--- src/rtl/icache_pkg.sv ---
// Instruction-cache geometry shared by the refill path, plus the line-fill state encoding.
package icache_pkg;

   localparam int LINE_OFST_LSB  = 2;
   localparam int LINE_IDX_LSB   = 5;
   localparam int WORDS_PER_LINE = 8;

   typedef enum logic [1:0] {
      IDLE  = 2'd0,
      FILL  = 2'd1,
      DRAIN = 2'd2,
      DONE  = 2'd3
   } fill_state_e;

endpackage

--- src/rtl/ic_fill_engine_if.sv ---
// IC refill port and main-memory read port of the line-fill engine.
// The master modport is the engine side; slave is the IC/memory side.
interface ic_fill_engine_if #(
   parameter int OFST_W = 3
);

   logic              fill_req_valid;
   logic              fill_req_ready;
   logic [31:0]       fill_req_addr;
   logic              abort;
   logic              fill_word_valid;
   logic [31:0]       fill_word_data;
   logic [OFST_W-1:0] fill_word_ofst;
   logic              fill_done;
   logic              mem_req_valid;
   logic              mem_req_ready;
   logic [31:0]       mem_req_addr;
   logic              mem_resp_valid;
   logic [31:0]       mem_resp_data;

   modport master (
      input  fill_req_valid, fill_req_addr, abort,
      input  mem_req_ready, mem_resp_valid, mem_resp_data,
      output fill_req_ready, fill_word_valid, fill_word_data, fill_word_ofst, fill_done,
      output mem_req_valid, mem_req_addr
   );

   modport slave (
      output fill_req_valid, fill_req_addr, abort,
      output mem_req_ready, mem_resp_valid, mem_resp_data,
      input  fill_req_ready, fill_word_valid, fill_word_data, fill_word_ofst, fill_done,
      input  mem_req_valid, mem_req_addr
   );

endinterface

--- src/rtl/ic_fill_engine.sv ---
// I-cache line-fill engine: critical-word-first wrapping reads to memory with a bounded
// number of reads in flight; returned words are forwarded to the IC with their line offset.
module ic_fill_engine
   import icache_pkg::*;
#(
   parameter int WORDS_PER_LINE  = icache_pkg::WORDS_PER_LINE,
   parameter int MAX_OUTSTANDING = 4
) (
   input  logic             clk,
   input  logic             reset,
   ic_fill_engine_if.master bus
);

   localparam int OFST_W  = $clog2(WORDS_PER_LINE);
   localparam int CNT_W   = OFST_W + 1;
   localparam int OUTST_W = $clog2(MAX_OUTSTANDING) + 1;
   localparam int LINE_W  = 32 - LINE_IDX_LSB;

   localparam logic [CNT_W-1:0]   WORDS_C   = CNT_W'(WORDS_PER_LINE);
   localparam logic [OUTST_W-1:0] MAX_OUT_C = OUTST_W'(MAX_OUTSTANDING);

   localparam logic [1:0] ST_IDLE  = IDLE;
   localparam logic [1:0] ST_FILL  = FILL;
   localparam logic [1:0] ST_DRAIN = DRAIN;
   localparam logic [1:0] ST_DONE  = DONE;

   logic [1:0]         state_q,      state_d;
   logic [LINE_W-1:0]  line_q,       line_d;
   logic [OFST_W-1:0]  start_q,      start_d;
   logic [CNT_W-1:0]   issue_cnt_q,  issue_cnt_d;
   logic [CNT_W-1:0]   recv_cnt_q,   recv_cnt_d;
   logic [OUTST_W-1:0] outst_q,      outst_d;
   logic               word_valid_q, word_valid_d;
   logic [31:0]        word_data_q,  word_data_d;
   logic [OFST_W-1:0]  word_ofst_q,  word_ofst_d;

   logic               mem_req_valid_s;
   logic               issue_s;
   logic               resp_s;
   logic [OFST_W-1:0]  req_ofst_s;
   logic               unused_addr_s;

   assign unused_addr_s = ^bus.fill_req_addr[LINE_OFST_LSB-1:0];

   // Request handshake; abort suppresses the request in the very cycle it is raised.
   always_comb begin
      req_ofst_s      = start_q + issue_cnt_q[OFST_W-1:0];
      mem_req_valid_s = (state_q == ST_FILL) && !bus.abort &&
                        (issue_cnt_q < WORDS_C) && (outst_q < MAX_OUT_C);
      issue_s         = mem_req_valid_s && bus.mem_req_ready;
      resp_s          = bus.mem_resp_valid && ((state_q == ST_FILL) || (state_q == ST_DRAIN));
   end

   // Fill sequencing, in-flight accounting and the registered word return.
   always_comb begin
      state_d      = state_q;
      line_d       = line_q;
      start_d      = start_q;
      issue_cnt_d  = issue_s ? (issue_cnt_q + CNT_W'(1'b1)) : issue_cnt_q;
      recv_cnt_d   = recv_cnt_q;
      word_valid_d = 1'b0;
      word_data_d  = word_data_q;
      word_ofst_d  = word_ofst_q;
      case ({issue_s, resp_s})
         2'b10:   outst_d = outst_q + OUTST_W'(1'b1);
         2'b01:   outst_d = outst_q - OUTST_W'(1'b1);
         default: outst_d = outst_q;
      endcase

      case (state_q)
         ST_IDLE: begin
            if (bus.fill_req_valid) begin
               line_d      = bus.fill_req_addr[31:LINE_IDX_LSB];
               start_d     = bus.fill_req_addr[LINE_OFST_LSB +: OFST_W];
               issue_cnt_d = '0;
               recv_cnt_d  = '0;
               outst_d     = '0;
               state_d     = ST_FILL;
            end else begin
               state_d = ST_IDLE;
            end
         end
         ST_FILL: begin
            if (resp_s) begin
               word_valid_d = 1'b1;
               word_data_d  = bus.mem_resp_data;
               word_ofst_d  = start_q + recv_cnt_q[OFST_W-1:0];
               recv_cnt_d   = recv_cnt_q + CNT_W'(1'b1);
            end else begin
               recv_cnt_d = recv_cnt_q;
            end
            if (bus.abort) begin
               state_d = (outst_d == '0) ? ST_IDLE : ST_DRAIN;
            end else if (recv_cnt_d == WORDS_C) begin
               state_d = ST_DONE;
            end else begin
               state_d = ST_FILL;
            end
         end
         ST_DRAIN: begin
            if (outst_d == '0) begin
               state_d = ST_IDLE;
            end else begin
               state_d = ST_DRAIN;
            end
         end
         ST_DONE: begin
            state_d = ST_IDLE;
         end
         default: begin
            state_d = ST_IDLE;
         end
      endcase
   end

   // State and datapath registers.
   always_ff @(posedge clk or negedge reset) begin
      if (!reset) begin
         state_q      <= ST_IDLE;
         line_q       <= '0;
         start_q      <= '0;
         issue_cnt_q  <= '0;
         recv_cnt_q   <= '0;
         outst_q      <= '0;
         word_valid_q <= 1'b0;
         word_data_q  <= 32'h0000_0000;
         word_ofst_q  <= '0;
      end else begin
         state_q      <= state_d;
         line_q       <= line_d;
         start_q      <= start_d;
         issue_cnt_q  <= issue_cnt_d;
         recv_cnt_q   <= recv_cnt_d;
         outst_q      <= outst_d;
         word_valid_q <= word_valid_d;
         word_data_q  <= word_data_d;
         word_ofst_q  <= word_ofst_d;
      end
   end

   assign bus.fill_req_ready  = (state_q == ST_IDLE);
   assign bus.fill_word_valid = word_valid_q;
   assign bus.fill_word_data  = word_data_q;
   assign bus.fill_word_ofst  = word_ofst_q;
   assign bus.fill_done       = (state_q == ST_DONE);
   assign bus.mem_req_valid   = mem_req_valid_s;
   assign bus.mem_req_addr    = {line_q, req_ofst_s, {LINE_OFST_LSB{1'b0}}};

`ifndef SYNTHESIS
   // Memory answered a read nobody issued.
   always_ff @(posedge clk) begin
      if (reset && (state_q == ST_IDLE) && bus.mem_resp_valid) begin
         $error("ic_fill_engine: memory response while idle");
      end
   end
`endif

endmodule

--- src/flat_wrapper.sv ---
// flat-port wrapper written by rule: the top's interface ports become plain ports
module ic_fill_engine_flat import icache_pkg::*;
#(
   parameter int WORDS_PER_LINE  = icache_pkg::WORDS_PER_LINE,
   parameter int MAX_OUTSTANDING = 4
)
  (clk, reset, bus_fill_req_valid, bus_fill_req_addr, bus_abort, bus_mem_req_ready, bus_mem_resp_valid, bus_mem_resp_data, bus_fill_req_ready, bus_fill_word_valid, bus_fill_word_data, bus_fill_word_ofst, bus_fill_done, bus_mem_req_valid, bus_mem_req_addr);
  ic_fill_engine_if #(.OFST_W(3)) bus_i ();
  input  logic clk;
  input  logic reset;
  input wire logic [$bits(bus_i.fill_req_valid)-1:0] bus_fill_req_valid;
  input wire logic [$bits(bus_i.fill_req_addr)-1:0] bus_fill_req_addr;
  input wire logic [$bits(bus_i.abort)-1:0] bus_abort;
  input wire logic [$bits(bus_i.mem_req_ready)-1:0] bus_mem_req_ready;
  input wire logic [$bits(bus_i.mem_resp_valid)-1:0] bus_mem_resp_valid;
  input wire logic [$bits(bus_i.mem_resp_data)-1:0] bus_mem_resp_data;
  output wire logic [$bits(bus_i.fill_req_ready)-1:0] bus_fill_req_ready;
  output wire logic [$bits(bus_i.fill_word_valid)-1:0] bus_fill_word_valid;
  output wire logic [$bits(bus_i.fill_word_data)-1:0] bus_fill_word_data;
  output wire logic [$bits(bus_i.fill_word_ofst)-1:0] bus_fill_word_ofst;
  output wire logic [$bits(bus_i.fill_done)-1:0] bus_fill_done;
  output wire logic [$bits(bus_i.mem_req_valid)-1:0] bus_mem_req_valid;
  output wire logic [$bits(bus_i.mem_req_addr)-1:0] bus_mem_req_addr;
  assign bus_i.fill_req_valid = bus_fill_req_valid;
  assign bus_i.fill_req_addr = bus_fill_req_addr;
  assign bus_i.abort = bus_abort;
  assign bus_i.mem_req_ready = bus_mem_req_ready;
  assign bus_i.mem_resp_valid = bus_mem_resp_valid;
  assign bus_i.mem_resp_data = bus_mem_resp_data;
  assign bus_fill_req_ready = bus_i.fill_req_ready;
  assign bus_fill_word_valid = bus_i.fill_word_valid;
  assign bus_fill_word_data = bus_i.fill_word_data;
  assign bus_fill_word_ofst = bus_i.fill_word_ofst;
  assign bus_fill_done = bus_i.fill_done;
  assign bus_mem_req_valid = bus_i.mem_req_valid;
  assign bus_mem_req_addr = bus_i.mem_req_addr;
  ic_fill_engine #(.WORDS_PER_LINE(WORDS_PER_LINE), .MAX_OUTSTANDING(MAX_OUTSTANDING)) u_core (.clk(clk), .reset(reset), .bus(bus_i));
endmodule
--- config.mk ---
export PLATFORM = sky130hd
export DESIGN_NAME = ic_fill_engine_flat
export DESIGN_NICKNAME = d
export VERILOG_FILES = /design/src/rtl/icache_pkg.sv /design/src/rtl/ic_fill_engine_if.sv /design/src/rtl/ic_fill_engine.sv /design/src/flat_wrapper.sv
export SDC_FILE = /design/constraint.sdc
export NUM_CORES = 1
export LEC_CHECK = 0
export ABC_AREA = 1
export ABC_CLOCK_PERIOD_IN_PS = 2400
export CORE_ASPECT_RATIO = 1.25
export CORE_MARGIN = 4
export CORE_UTILIZATION = 39
export DETAILED_ROUTE_END_ITERATION = 10
export DONT_BUFFER_PORTS = 1
export SETUP_SLACK_MARGIN = 0.4
export SLEW_MARGIN = 15
export SYNTH_ARGS = -nofsm -noshare
export SYNTH_HDL_FRONTEND = slang
export SYNTH_SLANG_ARGS = --single-unit
--- constraint.sdc ---
create_clock -name clk -period 2.4 [get_ports clk]
set_input_delay 0.36 -clock clk [delete_from_list [all_inputs] [get_ports clk]]
set_output_delay 0.36 -clock clk [all_outputs]
set_load 0.005 [all_outputs]
## Word level (Yosys, flattened, before mapping)

Cells that the tools add are included.

| storage, ports and cells | value |
|---|---|
| register bits | 79 |
| latch bits | 0 |
| memory bits (writable) | 0 |
| memory bits (read-only) | 0 |
| bits of input ports | 70 |
| output and inout bits | 71 |
| logic and storage cells | 54 |
| memories | 0 |

| cells by class | value |
|---|---|
| add/sub/neg operators | 6 |
| $mul | 0 |
| div/mod/pow operators | 0 |
| order comparisons | 2 |
| equality and inequality tests | 7 |
| shift-type cells | 0 |
| muxes and demuxes | 17 |
| bitwise logic cells | 0 |
| reduce and logical (&&, ||, !) cells | 13 |

Operators by type and width:

| kind | number |
|---|---|
| $mux W4 | 6 |
| $add A4 B1 Y4 const B | 2 |
| $pmux W2 S4 | 1 |
| $pmux W4 S2 | 1 |
| $add A3 B3 Y3 | 2 |
| $eq A2 B2 Y1 const B | 3 |
| $mux W2 | 3 |
| $mux W3 | 2 |
| $pmux W3 S2 | 1 |
| $reduce_and A2 Y1 | 3 |
| $logic_and A1 B1 Y1 | 5 |
| $eq A2 B1 Y1 const B | 2 |
| $eq A4 B4 Y1 const B | 1 |
| $lt A4 B4 Y1 const B | 1 |
| $add A3 B1 Y3 const B | 1 |
| $logic_not A3 Y1 | 1 |
| $lt A3 B3 Y1 const B | 1 |
| $mux W1 | 3 |
| $sub A3 B1 Y3 const B | 1 |
| $logic_not A2 Y1 | 1 |
| $ne A2 B2 Y1 const B | 1 |
| $reduce_bool A2 Y1 | 1 |
| $logic_not A1 Y1 | 1 |
| $logic_or A1 B1 Y1 | 1 |

## Longest topological paths before layout

Gate-level depths: netlist of the first run.

| depth | value |
|---|---|
| depth after elaboration | 11 |
| gate-level depth with buffers | 15 |
| mapped depth without buffers | 15 |

## Worst setup path after synthesis of the first run

OpenSTA, ideal clock, no wires.

| timing | value |
|---|---|
| path type | register to register |
| from | reg u_core.state_q[1] |
| to | reg u_core.state_q[1] |
| setup time | 0.065 ns |
| arrival | 2.038 ns |
| data required time | 2.335 ns |
| path slack | 0.297 ns |
| stages on the path, launching flop included | 14 |
| buffers on the path | 0 |
| period minus slack after synthesis | 2.103 ns |
| cells stage by stage | dfrtp_1 inv_1 ha_1 inv_2 nor2_4 nand3_2 ha_1 inv_1 fa_1 o21ai_0 nor2_1 nand3_1 nand2_1 nand2_1 |

| on the way | value |
|---|---|
| longest elaborated chain between the ends | 11 |
| elaborated cells on any way between the ends | 21 |
| those cells by class | eq/ne: 6; mux: 7; reduce/logical: 8 |

Ends and longest elaborated chain:

| element | line | source |
|---|---|---|
| from (decl) | ic_fill_engine.sv:27 | `logic [1:0] state_q, state_d;` |
| from (signal assigned) | ic_fill_engine.sv:129 | `state_q <= state_d;` |
| $eq A2 B1 Y1 | ic_fill_engine.sv:48, ic_fill_engine.sv:51, ic_fill_engine.sv:70 |  |
| $logic_and A1 B1 Y1 (2 in a row) | ic_fill_engine.sv:48 | `mem_req_valid_s = (state_q == ST_FILL) && !bus.abort &&` |
| $logic_and A1 B1 Y1 | ic_fill_engine.sv:49 | `(issue_cnt_q < WORDS_C) && (outst_q < MAX_OUT_C);` |
| $logic_and A1 B1 Y1 | ic_fill_engine.sv:50 | `issue_s = mem_req_valid_s && bus.mem_req_ready;` |
| $eq A2 B1 Y1 / $eq A2 B2 Y1 (equally long branches) | ic_fill_engine.sv:64 | `case ({issue_s, resp_s})` |
| $pmux W3 S2 | ic_fill_engine.sv:64 |  |
| $logic_not A3 Y1 | ic_fill_engine.sv:93, ic_fill_engine.sv:101 |  |
| $mux W2 | ic_fill_engine.sv:93, ic_fill_engine.sv:101 |  |
| $mux W2 | ic_fill_engine.sv:92 | `if (bus.abort) begin` |
| $pmux W2 S4 (*) | ic_fill_engine.sv:70 | `case (state_q)` |
| via u_core.state_d[1] | ic_fill_engine.sv:27 |  |

The timed path passes the listed nets; every way through them passes the cells marked *. The select of a mux whose other input is x is not followed.
A chain may end at the register's enable or synchronous reset.

## Worst setup path in the final report of the first run

| timing | value |
|---|---|
| from | reg u_core.issue_cnt_q[0] |
| to | out bus_mem_req_addr[4] |

| on the way | value |
|---|---|
| longest elaborated chain between the ends | 1 |

Ends and longest elaborated chain:

| element | line | source |
|---|---|---|
| from (decl) | ic_fill_engine.sv:30 | `logic [CNT_W-1:0] issue_cnt_q, issue_cnt_d;` |
| from (signal assigned) | ic_fill_engine.sv:132 | `issue_cnt_q <= issue_cnt_d;` |
| $add A3 B3 Y3 | ic_fill_engine.sv:47 | `req_ofst_s = start_q + issue_cnt_q[OFST_W-1:0];` |
| to (decl) | flat_wrapper.sv:23 | `output wire logic [$bits(bus_i.mem_req_addr)-1:0] bus_mem_req_addr;` |

No other way between the ends.

==> Implementation_results.wiki, run 1 <==
{| class="wikitable"
! Metric !! Value
|-
| Result of the run || complete, but fails checks
|-
| Violations in the final reports || hold timing
|-
| # fillers || 853
|-
| Count of endpoints failing setup in the final report || 0
|-
| Clock root cell || sky130_fd_sc_hd__clkbuf_8
|-
| Count of final hold-check violations || slightly below 80
|-
| Area of combinational cells with multiple inputs || between 0.001 and 0.0015 mm²
|-
| Sequential-to-total area share from yosys stat || 0.569
|-
| Most area-consuming cells after synthesis || sky130_fd_sc_hd__dfrtp_1 57%, sky130_fd_sc_hd__nand2_1 24%, sky130_fd_sc_hd__ha_1 3.2%
|-
| Origin of the critical flop-to-flop path || u_core.state_q[0]$_DFF_PN0_
|-
| Core area || 0.00870 mm²
|-
| Worst setup slack after placement || 0.271 ns
|-
| Post-route setup TNS || 0 ns
|-
| Clock sinks || 79
|-
| CP Max Fanout || 2
|-
| Share of the synthesized area in the top cell type || 0.569
|-
| Proportion of layout cells with a drive suffix above 1 || 0.122
|-
| Worst hold slack || -0.298 ns
|-
| Critical Path Start || u_core.issue_cnt_q[0]$_DFF_PN0_
|-
| Number of synthesis warnings || 0
|-
| Via count || roughly 2500
|-
| Antenna fix cells || 0
|-
| Detailed-routing iteration count for the pre-antenna-repair pass || 4
|-
| CP cell instances || ha_1 -> inv_1 -> fa_2 -> xnor2_2 -> xor2_1
|-
| Flip-flop and latch count after synthesis || 79
|-
| Peak Freq || between 0.4 and 0.5 GHz
|-
| Initial Util || 0.399
|-
| Headroom to the max-slew limit || 0.606
|-
| Chip Width || approximately 92 µm
|-
| Dominant cell type by area after synthesis || sky130_fd_sc_hd__dfrtp_1
|-
| Top cell family by delay on the critical path || adder cells
|-
| Detail-routed net length per standard cell || 14.2 µm
|-
| Crit end category || output pin
|-
| Leak || ~2.1 nW
|-
| Gate Count Post-Synth || 401
|-
| Vias per inst || 4.71
|-
| Final period utilization || 0.846
|-
| NumNets Final || 497
|-
| Type of the tightest min-delay check || in -> async
|-
| Count of unique library cells instantiated by Yosys || 28
|-
| Crit path buf inv count || 1
|-
| Vias in the first global route || between 2000 and 3000
|-
| TritonCTS buffer count || 9
|-
| Post-layout instance count excluding filler cells || 539
|-
| Final-report max-slew violation count || 0
|-
| Area occupied by registers || approximately 0.002 mm²
|-
| IR drop worst, VDD || 0.543 mV
|-
| Final weighted congestion in routability-driven placement || 0.740
|-
| Critical path arrival || between 1.5 and 2 ns
|-
| P&R area growth vs syn || 11.6%
|-
| Placement-stage cell area || 0.00360 mm²
|-
| Worst Setup Start Kind || flip-flop
|-
| Design Area, Final || about 0.0039 mm²
|-
| Die area || 0.0105 mm²
|-
| Clock slew at the register clock pins of the worst setup and hold paths || ~0.08 ns
|-
| Y dimension of the die || 114 µm
|-
| Delay of the slowest cell on the worst path || 0.38 ns
|-
| Detailed Route Iter0 Violations || 109
|-
| Cell area after synthesis || between 0.003 and 0.004 mm²
|-
| DRC violations left || 0
|-
| Global route total overflow || 0
|-
| IO Count || 141
|-
| Final core occ || 0.446
|-
| Min cycle time layout || 2.03 ns
|-
| CTS tree || built
|-
| PD cells || 1210 mW/mm²
|-
| Mean instance size in the synthesized netlist || 8.67 µm²
|-
| Crit path setup slack, layout || ~0.37 ns
|-
| Crit Path Category || reg -> out
|-
| Number of antenna-violating nets in the routed design || 0
|-
| Initial antenna violation count || 0
|-
| Global routing usage summed across all routing layers || 0.153
|-
| Clock latency at the later pin of the worst-skew pair || 0.34 ns
|-
| Cell Rows || 38
|-
| Placed cells || between 500 and 600
|-
| Final total power || 4.70 mW
|-
| H-tree depth || 3
|-
| Total of max-cap violations || 0
|-
| Pin count of the biggest net entering global routing || 80
|-
| Number of buffers added on ports || 0
|-
| Required time of the critical path || 2.04 ns
|-
| Slowest library cell on the worst path || sky130_fd_sc_hd__dfrtp_1
|-
| Wire length of the first global-routing pass || approximately 13000 µm
|-
| Detailed-placement wirelength estimate || 5320 µm
|-
| Unrepaired setup endpoints after global routing || true
|-
| Total length of routed wires || 7650 µm
|-
| Setup Skew || slightly above 0.005 ns
|-
| Pin slew with the least headroom to its limit || 0.591 ns
|-
| Max clock buf depth || 2
|}
==> routing by layer <==
layer	share of wire	global-route usage
met5	0	0
met4	0.016	0.0704
met3	0.12	0.0653
met2	0.48	0.249
met1	0.38	0.175
==> timing repair <==
action                                  in CTS  in global routing
pin swaps                                    8                  4
resized for setup                            3                  3
setup buffers                                9                  4
endpoints found under the hold margin       79                 79
endpoints found under the setup margin       3                  5
==> logic make-up after synthesis <==
logic type	count (synthesis)	share of synthesized area
adder cells (fa/ha/maj)	12	0.0497
buffers and inverters	43	0.0626
other	1	0.00108
XOR/XNOR	5	0.0126
AO/OA/AOI/OAI	16	0.0256
AND/OR/NAND/NOR	245	0.280
flip-flops	79	0.569
==> placed cells by master (no fill, tap or decap), types with 2 or more instances in the layout <==
cell and count:
sky130_fd_sc_hd__inv_2 6, sky130_fd_sc_hd__conb_1 2, sky130_fd_sc_hd__inv_1 21, sky130_fd_sc_hd__buf_4 16
sky130_fd_sc_hd__ha_4 3, sky130_fd_sc_hd__dfrtp_1 79, sky130_fd_sc_hd__nand4_1 3, sky130_fd_sc_hd__clkbuf_8 10
sky130_fd_sc_hd__nand3_1 7, sky130_fd_sc_hd__a21oi_1 5, sky130_fd_sc_hd__ha_1 6, sky130_fd_sc_hd__o22ai_1 2
sky130_fd_sc_hd__o21ai_0 6, sky130_fd_sc_hd__nor2_1 9, sky130_fd_sc_hd__fa_2 2, sky130_fd_sc_hd__o21ai_2 2
sky130_fd_sc_hd__clkinv_2 3, sky130_fd_sc_hd__xor2_1 3, sky130_fd_sc_hd__nand2_1 220
==> cell usage after synthesis <==
master,n
sky130_fd_sc_hd__a21oi_1,5
sky130_fd_sc_hd__buf_2,1
sky130_fd_sc_hd__buf_4,8
sky130_fd_sc_hd__buf_6,3
sky130_fd_sc_hd__clkbuf_1,2
sky130_fd_sc_hd__conb_1,1
sky130_fd_sc_hd__dfrtp_1,79
sky130_fd_sc_hd__fa_1,3
sky130_fd_sc_hd__ha_1,9
sky130_fd_sc_hd__inv_1,26
sky130_fd_sc_hd__inv_2,2
sky130_fd_sc_hd__inv_4,1
sky130_fd_sc_hd__nand2_1,220
sky130_fd_sc_hd__nand2_2,1
sky130_fd_sc_hd__nand3_1,7
sky130_fd_sc_hd__nand3_2,1
sky130_fd_sc_hd__nand4_1,3
sky130_fd_sc_hd__nor2_1,9
sky130_fd_sc_hd__nor2_4,1
sky130_fd_sc_hd__nor2_8,1
sky130_fd_sc_hd__nor3_1,1
sky130_fd_sc_hd__o21a_1,1
sky130_fd_sc_hd__o21ai_0,7
sky130_fd_sc_hd__o21ai_2,1
sky130_fd_sc_hd__o22ai_1,2
sky130_fd_sc_hd__or2_2,1
sky130_fd_sc_hd__xnor2_1,2
sky130_fd_sc_hd__xor2_1,3
==> sequential cells by signal, indices dropped and copies added (netlist names) <==
name / flops
u_core.state_q: 2
u_core.recv_cnt_q: 4
u_core.bus.fill_word_valid: 1
u_core.issue_cnt_q: 4
u_core.bus.fill_word_data: 32
u_core.line_q: 27
u_core.bus.fill_word_ofst: 3
u_core.start_q: 3
u_core.outst_q: 3
==> area by class of cell <==
cell class | count | share of cell area
clock buffer | 11 | 0.0365
sequential | 79 | 0.510
tap | 120 | 0.0387
inverter | 29 | 0.0300
timing repair buffer | 16 | 0.0310
multi-input combinational | 280 | 0.348
clock inverter | 4 | 0.00581
==> path summary, 6_finish.rpt <==
kind,end,slack (ns),cells past startpoint
max,bus_mem_req_addr[4],0.37,5
min,u_core.bus.fill_word_data[29]$_DFFE_PN0P_,-0.30,0
max reg2reg,u_core.state_q[1]$_DFF_PN0_,0.39,12
min reg2reg,u_core.bus.fill_word_data[13]$_DFFE_PN0P_,0.50,2
max in group asynchronous,u_core.bus.fill_word_ofst[0]$_DFFE_PN0P_,2.58,0
min in group clk,u_core.line_q[23]$_DFFE_PN0P_,0.12,2
==> power by group <==
| group | switching, mW | total [mW] | leakage (nW) | internal, mW |
|---|---|---|---|---|
| Sequential | 0.474 | 2.37 | 1.00 | 1.89 |
| Clock | 0.457 | 0.850 | 0.0850 | 0.393 |
| Combinational | 0.866 | 1.48 | 1.01 | 0.619 |
Power figures use the tool's default switching activity.
==> inputs of run 2 (changes only) <==
--- a/config.mk
+++ b/config.mk
@@ -6,7 +6,7 @@
 export NUM_CORES = 1
 export LEC_CHECK = 0
 export ABC_AREA = 1
-export ABC_CLOCK_PERIOD_IN_PS = 2400
+export ABC_CLOCK_PERIOD_IN_PS = 2150
 export CORE_ASPECT_RATIO = 1.25
 export CORE_MARGIN = 4
 export CORE_UTILIZATION = 39
==> constraint.sdc (replaced) <==
create_clock -name clk -period 2.15 [get_ports clk]
set_input_delay 0.3225 -clock clk [delete_from_list [all_inputs] [get_ports clk]]
set_output_delay 0.3225 -clock clk [all_outputs]
set_load 0.005 [all_outputs]
==> run 2 against run 1 <==
Net effect: the flow still finishes with violations (hold timing); total power increased by 18%; largest power group unchanged; clock power increased by 44%; clock skew increased by 0.0024 ns; flip-flop and latch count unchanged; combinational power increased by 16%; die area unchanged; sequential power increased by 11%.
==> Implementation_results.wiki, run 2 (same netlist as run 1, synthesis figures left out) <==
{| class="wikitable"
! Metric !! Value
|-
| Clock latency at the later pin of the worst-skew pair || 0.35 ns (about the same)
|-
| NumNets Final || 499 (+0.40%)
|-
| Wire length of the first global-routing pass || 12300 µm (-2.7%)
|-
| Detail-routed net length per standard cell || 13.9 µm (-1.7%)
|-
| Total length of routed wires || 7560 µm (-1.1%)
|-
| Result of the run || complete, but fails checks
|-
| Final weighted congestion in routability-driven placement || 0.734 (-0.82%)
|-
| TritonCTS buffer count || 9 (unchanged)
|-
| Post-layout instance count excluding filler cells || 542 (+0.56%)
|-
| Core area || 0.00870 mm² (unchanged)
|-
| Global route total overflow || 0 (unchanged)
|-
| Detailed-placement wirelength estimate || 5130 µm (-3.6%)
|-
| Peak Freq || 0.498 GHz
|-
| Final period utilization || 0.935
|-
| CP cell instances || inv_2 -> ha_4 -> nand2_4 -> inv_2 -> ha_4 -> inv_2 -> fa_1 -> o21ai_2 -> nor2_1 -> nand3_1 -> nand2_1 -> nand2_1
|-
| Vias per inst || 4.63 (-1.6%)
|-
| Max clock buf depth || 2 (unchanged)
|-
| CP Max Fanout || 3 (+1)
|-
| Number of buffers added on ports || 0 (unchanged)
|-
| Detailed-routing iteration count for the pre-antenna-repair pass || 4 (unchanged)
|-
| # fillers || 862 (+1.1%)
|-
| Origin of the critical flop-to-flop path || u_core.state_q[0]$_DFF_PN0_
|-
| Post-route setup TNS || 0 ns (unchanged)
|-
| Required time of the critical path || 2.40 ns (+0.36 ns)
|-
| Min cycle time layout || 2.01 ns
|-
| Chip Width || 92.4 µm (unchanged)
|-
| Cell Rows || 38 (unchanged)
|-
| Clock root cell || sky130_fd_sc_hd__clkbuf_8
|-
| Worst setup slack for register-to-register paths || 0.14 ns (-0.25 ns)
|-
| P&R area growth vs syn || 15.1%
|-
| Y dimension of the die || 114 µm (unchanged)
|-
| Clock slew at the register clock pins of the worst setup and hold paths || 0.08 ns (about the same)
|-
| DRC violations left || 0 (unchanged)
|-
| Most frequent standard cell in the layout excluding fill and tap cells || sky130_fd_sc_hd__nand2_1
|-
| H-tree depth || 3 (unchanged)
|-
| Number of antenna-violating nets in the routed design || 0 (unchanged)
|-
| Length of routed met2 wiring || 3610 µm (-1.5%)
|-
| PD cells || 1390 mW/mm² (+15%)
|-
| Crit end category || flip-flop
|-
| Highest routed layer || met4
|-
| Critical path arrival || 2.26 ns (+0.59 ns)
|-
| Initial antenna violation count || 0 (unchanged)
|-
| CTS tree || built
|-
| Setup Skew || 0.00757 ns (+0.00240 ns)
|-
| Worst Setup Start Kind || flip-flop
|-
| Cell mode on critical path || sky130_fd_sc_hd__inv_2
|-
| Crit path buf inv count || 3 (+2)
|-
| Worst hold slack || -0.339 ns (-0.0407 ns)
|-
| Total of max-cap violations || 0 (unchanged)
|-
| Vias in the first global route || 2577 (-4.9%)
|-
| Unrepaired setup endpoints after global routing || true
|-
| Proportion of layout cells with a drive suffix above 1 || 0.137 (+0.0157)
|-
| Crit Path Category || reg -> reg
|-
| Leak || 2.15 nW (+2.6%)
|-
| Critical register-to-register path endpoint || u_core.state_q[1]$_DFF_PN0_
|-
| Path length in cells of the critical path || 12 (+7)
|-
| Delay of the slowest cell on the worst path || 0.49 ns (+0.11 ns)
|-
| Top cell family by delay on the critical path || adder cells
|-
| Met3 wire length || 894 µm (-3.6%)
|-
| Clock sinks || 79 (unchanged)
|-
| Initial Util || 0.399 (unchanged)
|-
| Critical Path Start || u_core.state_q[0]$_DFF_PN0_
|-
| Pin count of the biggest net entering global routing || 80 (unchanged)
|-
| Via count || 2512 (-1.0%)
|-
| Final-report max-slew violation count || 0 (unchanged)
|-
| Type of the tightest min-delay check || in -> async
|-
| Violations in the final reports || hold timing
|-
| Global routing usage summed across all routing layers || 0.149 (-0.00371)
|-
| Worst Reg-to-Reg Cells || 12 (unchanged)
|-
| Antenna fix cells || 0 (unchanged)
|-
| Die area || 0.0105 mm² (unchanged)
|-
| IR drop worst, VDD || 0.580 mV (+6.8%)
|-
| IO Count || 141 (unchanged)
|-
| Detailed Route Iter0 Violations || 51 (-53%)
|-
| Highest-count cells in the layout ignoring fill and taps || 219 x sky130_fd_sc_hd__nand2_1, 79 x sky130_fd_sc_hd__dfrtp_1, 20 x sky130_fd_sc_hd__inv_1
|-
| Setup crit end || u_core.state_q[1]$_DFF_PN0_
|-
| Count of endpoints failing setup in the final report || 0 (unchanged)
|-
| Count of final hold-check violations || 79 (unchanged)
|-
| Placed cells || 513 (+0.39%)
|-
| Flip-flop count of the largest register after layout || 32 (unchanged)
|-
| Wl on met1 || 2930 µm (+0.20%)
|-
| Slowest library cell on the worst path || sky130_fd_sc_hd__fa_1
|}
[run 2: worst min-delay path by stage]
stage	end	depth (start not counted)
2_1_floorplan	u_core.bus.fill_word_data[0]$_DFFE_PN0P_	0
3_3_place_gp	u_core.bus.fill_word_data[12]$_DFFE_PN0P_	0
3_5_place_dp	u_core.bus.fill_word_data[12]$_DFFE_PN0P_	0
4_1_cts	u_core.bus.fill_word_data[14]$_DFFE_PN0P_	0
5_1_grt	u_core.state_q[1]$_DFF_PN0_	0
6_report	u_core.state_q[1]$_DFF_PN0_	0
[run 2: per-stage QoR]
stage | setup WS, ns | area (µm²) | utilization | hold WS, ns | total power [mW]
final | 0.140 | 4000 | 0.460 | -0.339 | 5.56
after global routing | 0.00717 | 4000 | 0.460 | -0.383 | 6.06
after CTS | 0.125 | 3940 | 0.453 | -0.368 | 5.57
after detailed placement | 0.0726 | 3610 | 0.415 | 0.0287 | 4.18
after global placement | 0.0923 | 3610 | 0.415 | 0.0286 | 4.11
after floorplan | 0.163 | 3530 | - | 0.0269 | 3.78
[run 2: where the power goes]
group          switching, mW  internal [mW]  total, mW
Combinational          0.969          0.742       1.71
Sequential             0.522           2.11       2.64
Clock                  0.535          0.681       1.22
Total                   2.03           3.54       5.56
[run 2: final cells by class]
class | count | area [µm²] | share of cell area
clock buffers | 10 | 138 | 0.0344
clock inverters | 6 | 83.8 | 0.0210
inverters | 29 | 119 | 0.0297
multi-input cells | 280 | 1360 | 0.340
flip-flops and latches | 79 | 1980 | 0.494
well taps | 120 | 150 | 0.0375
repair buffers | 18 | 173 | 0.0432
[run 2: routing by layer]
layer | vias up | global-route usage
met4 | 0 | 0.0723
met2 | 117 | 0.245
li1 | 1238 | -
met1 | 1146 | 0.166
met3 | 11 | 0.0653
met5 | - | 0
[run 2: what timing repair did]
item                                    CTS  global route
resized for setup                         6            10
hold endpoints to repair                 79            79
cloned                                    0             1
setup buffers                            11             1
pin swaps                                 6             4
endpoints found under the setup margin    7            49
